**src/rtl/cmp_pkg.sv**
```systemverilog
// cmp_pkg: shared definitions for the compare scheduler.
//   CMP_* op codes   funct3-style compare selectors (010/011 are illegal)
//   NPORT            number of requesting ports
//   s1_entry_t       contents of the compare stage {a, b, op, port, tag}
package cmp_pkg;

   localparam int CMP_XLEN = 64;
   localparam int CMP_TAGW = 4;
   localparam int NPORT    = 2;

   localparam logic [2:0] CMP_EQ    = 3'b000;
   localparam logic [2:0] CMP_NEQ   = 3'b001;
   localparam logic [2:0] CMP_SLT   = 3'b100;
   localparam logic [2:0] CMP_SNLT  = 3'b101;
   localparam logic [2:0] CMP_USLT  = 3'b110;
   localparam logic [2:0] CMP_USNLT = 3'b111;

   typedef struct packed {
      logic [CMP_XLEN-1:0] a;
      logic [CMP_XLEN-1:0] b;
      logic [2:0]          op;
      logic                port;
      logic [CMP_TAGW-1:0] tag;
   } s1_entry_t;

endpackage

```
**src/rtl/comparator.sv**
```systemverilog
// comparator: purely combinational 64-bit compare unit.
//   a, b    operands
//   eq/neq  equality and its complement
//   slt     signed a < b,   snlt  its complement
//   uslt    unsigned a < b, usnlt its complement
module comparator #(
   parameter int XLEN = 64
) (
   input  logic [XLEN-1:0] a,
   input  logic [XLEN-1:0] b,
   output logic            eq,
   output logic            neq,
   output logic            slt,
   output logic            snlt,
   output logic            uslt,
   output logic            usnlt
);

   always_comb begin
      eq    = (a == b);
      neq   = ~eq;
      slt   = ($signed(a) < $signed(b));
      snlt  = ~slt;
      uslt  = (a < b);
      usnlt = ~uslt;
   end

endmodule

```
**src/rtl/cmp_sched.sv**
```systemverilog
// cmp_sched: round-robin scheduler sharing one comparator between two ports.
//   clk, rst_n     clock (rising edge), async active-low reset
//   req_valid/ready  per-port request handshake; req_op/req_a/req_b/req_tag payload
//   rsp_valid/ready  per-port response handshake
//   rsp_result     0 or 1, shared by both ports; rsp_tag echoes the request tag
// Pipeline: S1 registers the granted request and feeds the comparator,
// S2 registers the selected compare bit and drives the response outputs.
//
// Handshake rule (both directions): a transfer happens on a rising edge where
// valid and ready are both high. A producer holds valid and payload until the
// transfer; ready may depend combinationally on valid, valid never on ready.
module cmp_sched
   import cmp_pkg::*;
#(
   parameter int XLEN = CMP_XLEN,
   parameter int TAGW = CMP_TAGW
) (
   input  logic                       clk,
   input  logic                       rst_n,
   input  logic [NPORT-1:0]           req_valid,
   output logic [NPORT-1:0]           req_ready,
   input  logic [NPORT-1:0][2:0]      req_op,
   input  logic [NPORT-1:0][XLEN-1:0] req_a,
   input  logic [NPORT-1:0][XLEN-1:0] req_b,
   input  logic [NPORT-1:0][TAGW-1:0] req_tag,
   output logic [NPORT-1:0]           rsp_valid,
   input  logic [NPORT-1:0]           rsp_ready,
   output logic [XLEN-1:0]            rsp_result,
   output logic [TAGW-1:0]            rsp_tag
);

   s1_entry_t        s1_q;
   logic             s1_valid;
   logic             s2_valid;
   logic             s2_port;
   logic             s2_bit;
   logic [TAGW-1:0]  s2_tag;
   logic             rr_ptr;

   logic             s2_drain;
   logic             s1_adv;
   logic             s1_open;
   logic [NPORT-1:0] win;
   logic [NPORT-1:0] gnt;
   logic             gnt_port;
   logic             cmp_bit;

   logic c_eq, c_neq, c_slt, c_snlt, c_uslt, c_usnlt;

   comparator #(.XLEN(XLEN)) u_comparator (
      .a     (s1_q.a),
      .b     (s1_q.b),
      .eq    (c_eq),
      .neq   (c_neq),
      .slt   (c_slt),
      .snlt  (c_snlt),
      .uslt  (c_uslt),
      .usnlt (c_usnlt)
   );

   always_comb begin
      s2_drain = s2_valid & rsp_ready[s2_port];
      s1_adv   = s1_valid & (~s2_valid | s2_drain);
      // S1 can take a new request when empty or when its content moves on
      // this same edge, so streaming needs no bubble.
      s1_open  = ~s1_valid | s1_adv;
      // A lone requester wins outright; rr_ptr only breaks ties.
      win[0]   = req_valid[0] & (~req_valid[1] | ~rr_ptr);
      win[1]   = req_valid[1] & (~req_valid[0] |  rr_ptr);
      req_ready = win & {NPORT{s1_open}};
      gnt      = req_valid & req_ready;
      gnt_port = gnt[1];
   end

   always_comb begin
      cmp_bit = 1'b0;
      case (s1_q.op)
         CMP_EQ:    cmp_bit = c_eq;
         CMP_NEQ:   cmp_bit = c_neq;
         CMP_SLT:   cmp_bit = c_slt;
         CMP_SNLT:  cmp_bit = c_snlt;
         CMP_USLT:  cmp_bit = c_uslt;
         CMP_USNLT: cmp_bit = c_usnlt;
         default:   cmp_bit = 1'b0;
      endcase
   end

   always_ff @(posedge clk or negedge rst_n) begin
      if (!rst_n) begin
         s1_valid <= 1'b0;
         s1_q     <= '0;
         rr_ptr   <= 1'b0;
      end else begin
         if (|gnt) begin
            s1_valid <= 1'b1;
            s1_q.a   <= req_a[gnt_port];
            s1_q.b   <= req_b[gnt_port];
            s1_q.op  <= req_op[gnt_port];
            s1_q.port <= gnt_port;
            s1_q.tag <= req_tag[gnt_port];
            // Point at the port that did not just win.
            rr_ptr   <= ~gnt_port;
         end else if (s1_adv) begin
            s1_valid <= 1'b0;
         end
      end
   end

   always_ff @(posedge clk or negedge rst_n) begin
      if (!rst_n) begin
         s2_valid <= 1'b0;
         s2_port  <= 1'b0;
         s2_bit   <= 1'b0;
         s2_tag   <= '0;
      end else begin
         if (s1_adv) begin
            s2_valid <= 1'b1;
            s2_port  <= s1_q.port;
            s2_bit   <= cmp_bit;
            s2_tag   <= s1_q.tag;
         end else if (s2_drain) begin
            s2_valid <= 1'b0;
         end
      end
   end

   // Response outputs are decoded from S2 registers only.
   assign rsp_valid  = {s2_valid & s2_port, s2_valid & ~s2_port};
   assign rsp_result = {{(XLEN-1){1'b0}}, s2_bit};
   assign rsp_tag    = s2_tag;

endmodule

```
**config.mk**
```make
export PLATFORM = sky130hd
export DESIGN_NAME = cmp_sched
export DESIGN_NICKNAME = d
export VERILOG_FILES = /design/src/rtl/cmp_pkg.sv /design/src/rtl/comparator.sv /design/src/rtl/cmp_sched.sv
export SDC_FILE = /design/constraint.sdc
export NUM_CORES = 1
export LEC_CHECK = 0
export ABC_AREA = 1
export ABC_CLOCK_PERIOD_IN_PS = 2600
export CORE_ASPECT_RATIO = 0.75
export CORE_MARGIN = 2
export CORE_UTILIZATION = 46
export CTS_BUF_LIST = sky130_fd_sc_hd__clkbuf_8
export CTS_CLUSTER_DIAMETER = 80
export CTS_CLUSTER_SIZE = 12
export DETAILED_ROUTE_END_ITERATION = 8
export HOLD_SLACK_MARGIN = 0.1
export PLACE_DENSITY = 0.88
export SLEW_MARGIN = 30
export SYNTH_ARGS = -nofsm -noshare
export SYNTH_HDL_FRONTEND = slang
export SYNTH_HIERARCHICAL = 1
export SYNTH_SLANG_ARGS = --single-unit
```
**constraint.sdc**
```tcl
create_clock -name clk -period 2.6 [get_ports clk]
set_clock_uncertainty 0.15 [all_clocks]
set_input_delay 0.52 -clock clk [delete_from_list [all_inputs] [get_ports clk]]
set_output_delay 0.52 -clock clk [all_outputs]
set_load 0.03 [all_outputs]
```
==> results of run 1 <==
cell type report:
class	count	area [um^2]	share of cell area, %
tap	247	309	2.56
inverter	119	449	3.72
clock buffer	19	262	2.17
sequential	145	3630	30.0
timing repair buffer	302	3080	25.5
multi-input combinational	860	4190	34.7
clock inverter	12	159	1.32
what timing repair did:
| action | 4_1_cts | 5_1_grt |
|---|---|---|
| gates resized for setup | 0 | 2 |
| setup endpoints to repair | 0 | 1 |
| endpoints found under the hold margin | 44 | 0 |
| hold buffers | 1 | 0 |
power by group through the flow:
stage	clock network, W	logic, W	registers, W
final	0.00189	0.00622	0.00410
after floorplan	0	0.00444	0.00397
after CTS	0.00194	0.00624	0.00410
after global routing	0.00204	0.00708	0.00424
after global placement	0	0.00587	0.00408
after detailed placement	0	0.00614	0.00412
cell usage in the layout (no fill, tap or decap), types with 2 or more instances in the layout:
cell             Yosys  final
nand2_1            485    485
clkdlybuf4s50_1      0    281
nand3_1            156    156
dfrtp_1            145    145
inv_1              115    116
ha_1                64     64
conb_1               1     63
a21oi_1             30     29
nor2_1              20     20
clkbuf_8             0     19
buf_4               74     11
o21ai_0             10      9
buf_12               0      8
nand4_1              6      6
clkinv_4             0      4
o21a_1               4      4
clkinv_2             0      3
nor3_1               3      3
bufinv_16            0      3
inv_2                4      2
nand2_2              2      2
nand2_4              2      2
o21ai_1              1      2
inv_6                0      2
a21o_1               2      2
cell usage after synthesis (all sizes together):
cell type | n | area share, %
conb | 1 | 0.043
o211ai | 1 | 0.085
nor3 | 4 | 0.28
a21oi | 31 | 1.9
dfrtp | 145 | 41
nand4 | 8 | 0.81
nand3b | 1 | 0.085
o21bai | 1 | 0.085
nor2 | 21 | 0.92
inv | 119 | 5.1
a21o | 2 | 0.17
o21ai | 12 | 0.72
nand3 | 156 | 8.9
a21boi | 2 | 0.21
buf | 107 | 8.8
clkbuf | 2 | 0.085
o21a | 4 | 0.34
nand2 | 489 | 21
ha | 64 | 9.1
nor4 | 1 | 0.14
flip-flops by register name, indices dropped and copies added (netlist names):
name	cells
s1_q	136
rsp_tag	4
rr_ptr	1
s1_valid	1
s2_bit	1
s2_port	1
s2_valid	1
routing by layer:
layer / track usage, % / vias to the layer above
met1: 30.0 / 3898
met2: 43.1 / 327
met4: 6.96 / 0
met5: 0 / -
met3: 7.36 / 38
li1: - / 4095
metrics by stage:
step	cell area, um^2	utilization, %
global placement	11600	62.5
finish	12100	64.9
floorplan	9040	-
CTS	12100	64.8
detailed placement	11600	62.5
global route	12100	64.9
worst min-delay path, stage by stage (launching register included):
cell and delay, ns:
dfrtp_1 0.34, nand2_1 0.05, nand2_1 0.06
cell families after synthesis:
family	after synthesis
compound gates	53
fa+ha+maj	64
buf+inv	228
flops	145
simple gates	680
other cells	1
how the worst max path moves through the flow:
stage                     startpoint                  to  cells after the start
2_1_floorplan  s1_q[135]$_DFFE_PN0P_  s2_bit$_DFFE_PN0P_                     15
3_5_place_dp            rsp_ready[1]        req_ready[0]                      6
3_3_place_gp            rsp_ready[1]        req_ready[0]                      6
5_1_grt         s1_q[35]$_DFFE_PN0P_  s2_bit$_DFFE_PN0P_                     18
6_report                rsp_ready[1]        req_ready[0]                      6
4_1_cts         s2_valid$_DFFE_PN0P_        rsp_valid[0]                      3
==> summary.md, run 1 <==
| Metric | Value |
|---|---|
| Final period utilization | 93.0% |
| Crit. End Element | output pin |
| Multiplexer share of the synthesized area | 0% |
| Synth Area in Adders | 9.09% |
| DR WL met3 | 2170 um |
| Die Ht | 124 um |
| Reg2reg start | s1_q[35]$_DFFE_PN0P_ |
| Ant diodes | 0 |
| Clock root cell | clkbuf_8 |
| Netlist cell types | 33 |
| Int Pwr | 0.00693 W |
| Max VDD drop | 474 uV |
| Critical Path, Cell by Cell | clkdlybuf4s50_1 > nand2_1 > nand4_4 > nand2_1 > clkinv_2 > buf_12 |
| Clock share of power | 15.5% |
| Largest family of logic cells by synthesized area | simple AND/OR/NAND/NOR gates |
| #FFs+latches synth | 145 |
| Uppermost layer routed | met4 |
| Max Slew Vio Count | 0 |
| GRT overflow | 0 |
| Initial core utilization | 47.3% |
| Hold Path Sink | rsp_tag[2]$_DFFE_PN0P_ |
| Status | complete, no violations |
| Max clock buf depth | 2 |
| Total Routing Usage GR | 24.8% |
| Hold Crit Start | rsp_tag[2]$_DFFE_PN0P_ |
| Worst EP required | 1.93 ns |
| Placer congestion estimate | 0.855 |
| Family with the most delay on the worst path | buffers and inverters |
| Maxcap violations | 0 |
| FP Rows | 43 |
| Post-Synth XOR/XNOR Area | 0% |
| Combinational Power Share | 50.9% |
| CP max FO | 7 |
| Register share of total power | 33.6% |
| Worst skew pair latency | 0.44 ns |
| Cell area after synthesis | 8810 um^2 |
| Flop-to-flop setup slack | 0.23 ns |
| Antenna violations before repair | 0 |
| Cell mode on critical path | nand2_1 |
| DR vias | 8358 |
| RSZ-0062 raised after global routing | no |
| Fin crit period | 2.42 ns |
| Setup TNS | 0 ns |
| Antenna-violating nets left | 0 |
| HPWL Detailed | 18700 um |
| Slack of the critical path | 0.182 ns |
| Met1 wire length | 10200 um |
| Cts bufs inserted | 17 |
| Fin. Hold Viols | 0 |
| Drt total wl | 25000 um |
| PortBufs | 284 |
| CP bufs+invs | 3 |
| Reg clk slew, reported paths | 0.07 ns |
| # placed instances | 1672 |
| Sequential fraction of the synthesis area | 41.2% |
| Worst R2R Path Depth | 18 |
| Sw Share | 43.3% |
| Core region area | 18600 um^2 |
| Die extent in x | 164 um |
| Largest net degree at the start of global routing | 81 |
| Max Fclk | 413 MHz |
| Final setup fails | 0 |
| Syn_area_per_cell | 7.52 um^2 |
| # DRC | 0 |
| Yosys warnings | 6 |
| Reg2reg end | s2_bit$_DFFE_PN0P_ |
| CTS Sinks | 145 |
| Worst hold path class | flop to flop |
| H-tree level count | 4 |
| Vias in the first global route | 8250 |
| CP max stage cell | clkdlybuf4s50_1 |
| CTS tree | built |
| First DRT Iteration DRCs | 616 |
| Cell Pwr Density | 1010 nW/um^2 |
| Non-Filler Instances | 1704 |
| DR vias/cell | 4.90 |
| Die area | 20300 um^2 |
| PnR Total Power | 0.0122 W |
| Signal arrival time at the worst endpoint | 1.75 ns |
| Syn Inst Count | 1171 |
| Fill cells | 1548 |
| Drt wl/cell | 14.6 um |
| Post-synthesis compound-gate area fraction | 3.51% |
| DRT Pass-1 Iters | 5 |
| Leakage | 6.09 nW |
| Share of cells above drive strength 1 | 4.60% |
| Routed met2 length | 12100 um |
| Switching pwr | 0.00529 W |
| Crit path kind | input pin to output pin |
| Synth-to-Final Area Change | 37.1% |
| First-pass GRT wire length | 39300 um |
| Delay of the slowest critical-path stage | 0.39 ns |
| Simple-Gate Fraction of Synth Area | 32.2% |
| Hold slack | 0.331 ns |
| Post-CTS Repair Setup Buffers | 0 |
| Final net count | 1785 |
| CP Launch Type | input pin |
| Hold Path Cell Cnt | 2 |
| Top Ports | 348 |
| Post-Place Setup Slack | 0.180 ns |
Note: power is estimated with default switching activity, not from simulation.
==> run 2, diff against run 1 <==
==> constraint.sdc (replaced) <==
create_clock -name clk -period 2.6 [get_ports clk]
set_clock_uncertainty 0.15 [all_clocks]
set_input_delay 0.65 -clock clk [delete_from_list [all_inputs] [get_ports clk]]
set_output_delay 0.65 -clock clk [all_outputs]
set_load 0.03 [all_outputs]
==> run 2 against run 1 <==
Utilization up 0.16 points. Setup slack worse by 0.14 ns. Via count down 1.5%. First-iteration DRC count down 28%. Critical path depth down 1. Die area unchanged. Register-to-register slack worse by 0.02 ns. Maximum frequency down 5.5%. Non-clock buffer count up 1. Combinational power about the same. Global-route usage down 0.83 points. Sequential power about the same. Critical path type unchanged. Largest cell class unchanged. Largest power group unchanged.
==> summary.md, run 2 (synthesis results as in run 1) <==
| Metric | Value |
|---|---|
| CP Launch Type | input pin |
| Die Ht | 124 um |
| Reg2reg end | s2_bit$_DFFE_PN0P_ |
| Worst R2R Path Depth | 13 |
| Reg2reg start | s1_q[135]$_DFFE_PN0P_ |
| DR vias | 8233 |
| Share of cells above drive strength 1 | 4.73% |
| Synth-to-Final Area Change | 37.4% |
| CTS tree | built |
| Ant diodes | 0 |
| First-pass GRT wire length | 38000 um |
| Commonest non-fill, non-tap cell in the layout | nand2_1 |
| Flop-to-flop setup slack | 0.21 ns |
| Max clock buf depth | 2 |
| Vias in the first global route | 8054 |
| PortBufs | 284 |
| Max Slew Vio Count | 0 |
| Drt total wl | 24400 um |
| Fin crit period | 2.56 ns |
| Die extent in x | 164 um |
| # placed instances | 1673 |
| Initial core utilization | 47.3% |
| # DRC | 0 |
| Status | complete, no violations |
| CP max FO | 3 |
| First DRT Iteration DRCs | 441 |
| Crit path kind | input pin to output pin |
| Final net count | 1786 |
| Worst setup endpoint | req_ready[1] |
| Number of flip-flops in the largest register | 136 |
| Worst skew pair latency | 0.44 ns |
| FP Rows | 43 |
| Max Fclk | 391 MHz |
| Antenna-violating nets left | 0 |
| Post-Place Setup Slack | -0.00755 ns |
| Final setup fails | 0 |
| Cell Pwr Density | 1000 nW/um^2 |
| Crit. End Element | output pin |
| Slack of the critical path | 0.0397 ns |
| Largest net degree at the start of global routing | 95 |
| Max VDD drop | 499 uV |
| Worst EP required | 1.80 ns |
| Largest register by flop count | s1_q |
| Leakage | 6.12 nW |
| PnR Total Power | 0.0121 W |
| Worst Setup SP | req_valid[1] |
| Commonest cells after routing, fill and taps aside | nand2_1 (484), clkdlybuf4s50_1 (280), nand3_1 (156), dfrtp_1 (145), inv_1 (117) |
| Clock root cell | clkbuf_8 |
| Non-Filler Instances | 1706 |
| Reg clk slew, reported paths | 0.08 ns |
| Util after Layout | 65.0% |
| Placer congestion estimate | 0.797 |
| Die area | 20300 um^2 |
| Antenna violations before repair | 1 |
| DR vias/cell | 4.83 |
| Top Ports | 348 |
| Final period utilization | 98.5% |
| Drt wl/cell | 14.3 um |
| Fin. Hold Viols | 0 |
| Signal arrival time at the worst endpoint | 1.76 ns |
| Worst hold path class | flop to flop |
| CTS Sinks | 145 |
| DRT Pass-1 Iters | 5 |
| Maxcap violations | 0 |
| Core region area | 18600 um^2 |
| Total Routing Usage GR | 23.9% |
| GRT overflow | 0 |
| HPWL Detailed | 18300 um |
| Cts bufs inserted | 17 |
| RSZ-0062 raised after global routing | no |
| H-tree level count | 4 |
run 2: layout make-up:
cell class | instances | area [um^2]
Fill cell | 1538 | 6510
Multi-Input combinational cell | 860 | 4210
Sequential cell | 145 | 3630
Timing Repair Buffer | 303 | 3100
Inverter | 119 | 449
Tap cell | 247 | 309
Clock buffer | 20 | 275
Clock inverter | 12 | 134
run 2: worst min path at each step:
| stage | startpoint | endpoint | slack (ns) | depth (start not counted) |
|---|---|---|---|---|
| 3_5_place_dp | s1_q[1]$_DFFE_PN0P_ | rsp_tag[1]$_DFFE_PN0P_ | 0.31 | 2 |
| 3_3_place_gp | s1_q[3]$_DFFE_PN0P_ | rsp_tag[3]$_DFFE_PN0P_ | 0.30 | 2 |
| 6_report | s1_q[3]$_DFFE_PN0P_ | rsp_tag[3]$_DFFE_PN0P_ | 0.34 | 2 |
| 2_1_floorplan | rst_n | rr_ptr$_DFFE_PN0P_ | 0.20 | 0 |
| 4_1_cts | s1_q[1]$_DFFE_PN0P_ | rsp_tag[1]$_DFFE_PN0P_ | 0.33 | 2 |
| 5_1_grt | rsp_tag[1]$_DFFE_PN0P_ | rsp_tag[1]$_DFFE_PN0P_ | 0.36 | 2 |
run 2: critical path: stages:
cell and delay [ns]:
clkdlybuf4s50_1 0.58, a21boi_4 0.25, nand2_4 0.07, clkinv_2 0.05, buf_4 0.16
run 2: per-stage QoR:
stage | hold WS, ns | setup TNS, ns | area [um^2]
6_report | 0.337 | 0 | 12100
2_1_floorplan | 0.204 | 0 | 9040
3_5_place_dp | 0.309 | -0.00755 | 11700
3_3_place_gp | 0.302 | 0 | 11700
5_1_grt | 0.356 | 0 | 12100
4_1_cts | 0.331 | 0 | 12100
run 2: report_power, final:
group	total (W)	internal, W	switching, W
Combinational	0.00623	0.00255	0.00367
Sequential	0.00408	0.00339	0.000695
Clock	0.00184	0.000934	0.000905
run 2: what timing repair did:
item | 4_1_cts | 5_1_grt
buffers inserted | 0 | 0
hold buffers | 1 | 0
setup endpoints to repair | 1 | 3
hold endpoints to repair | 34 | 0
resized for setup | 1 | 4
run 2: metal layers:
layer  vias up  part of all wire [%]  global-route usage (%)
met2       293                    47                    41.6
met3        42                   7.9                    6.73
li1       4106                     -                       -
met1      3792                    43                    28.6
met4         0                   2.3                    8.77
met5         -                     0                       0
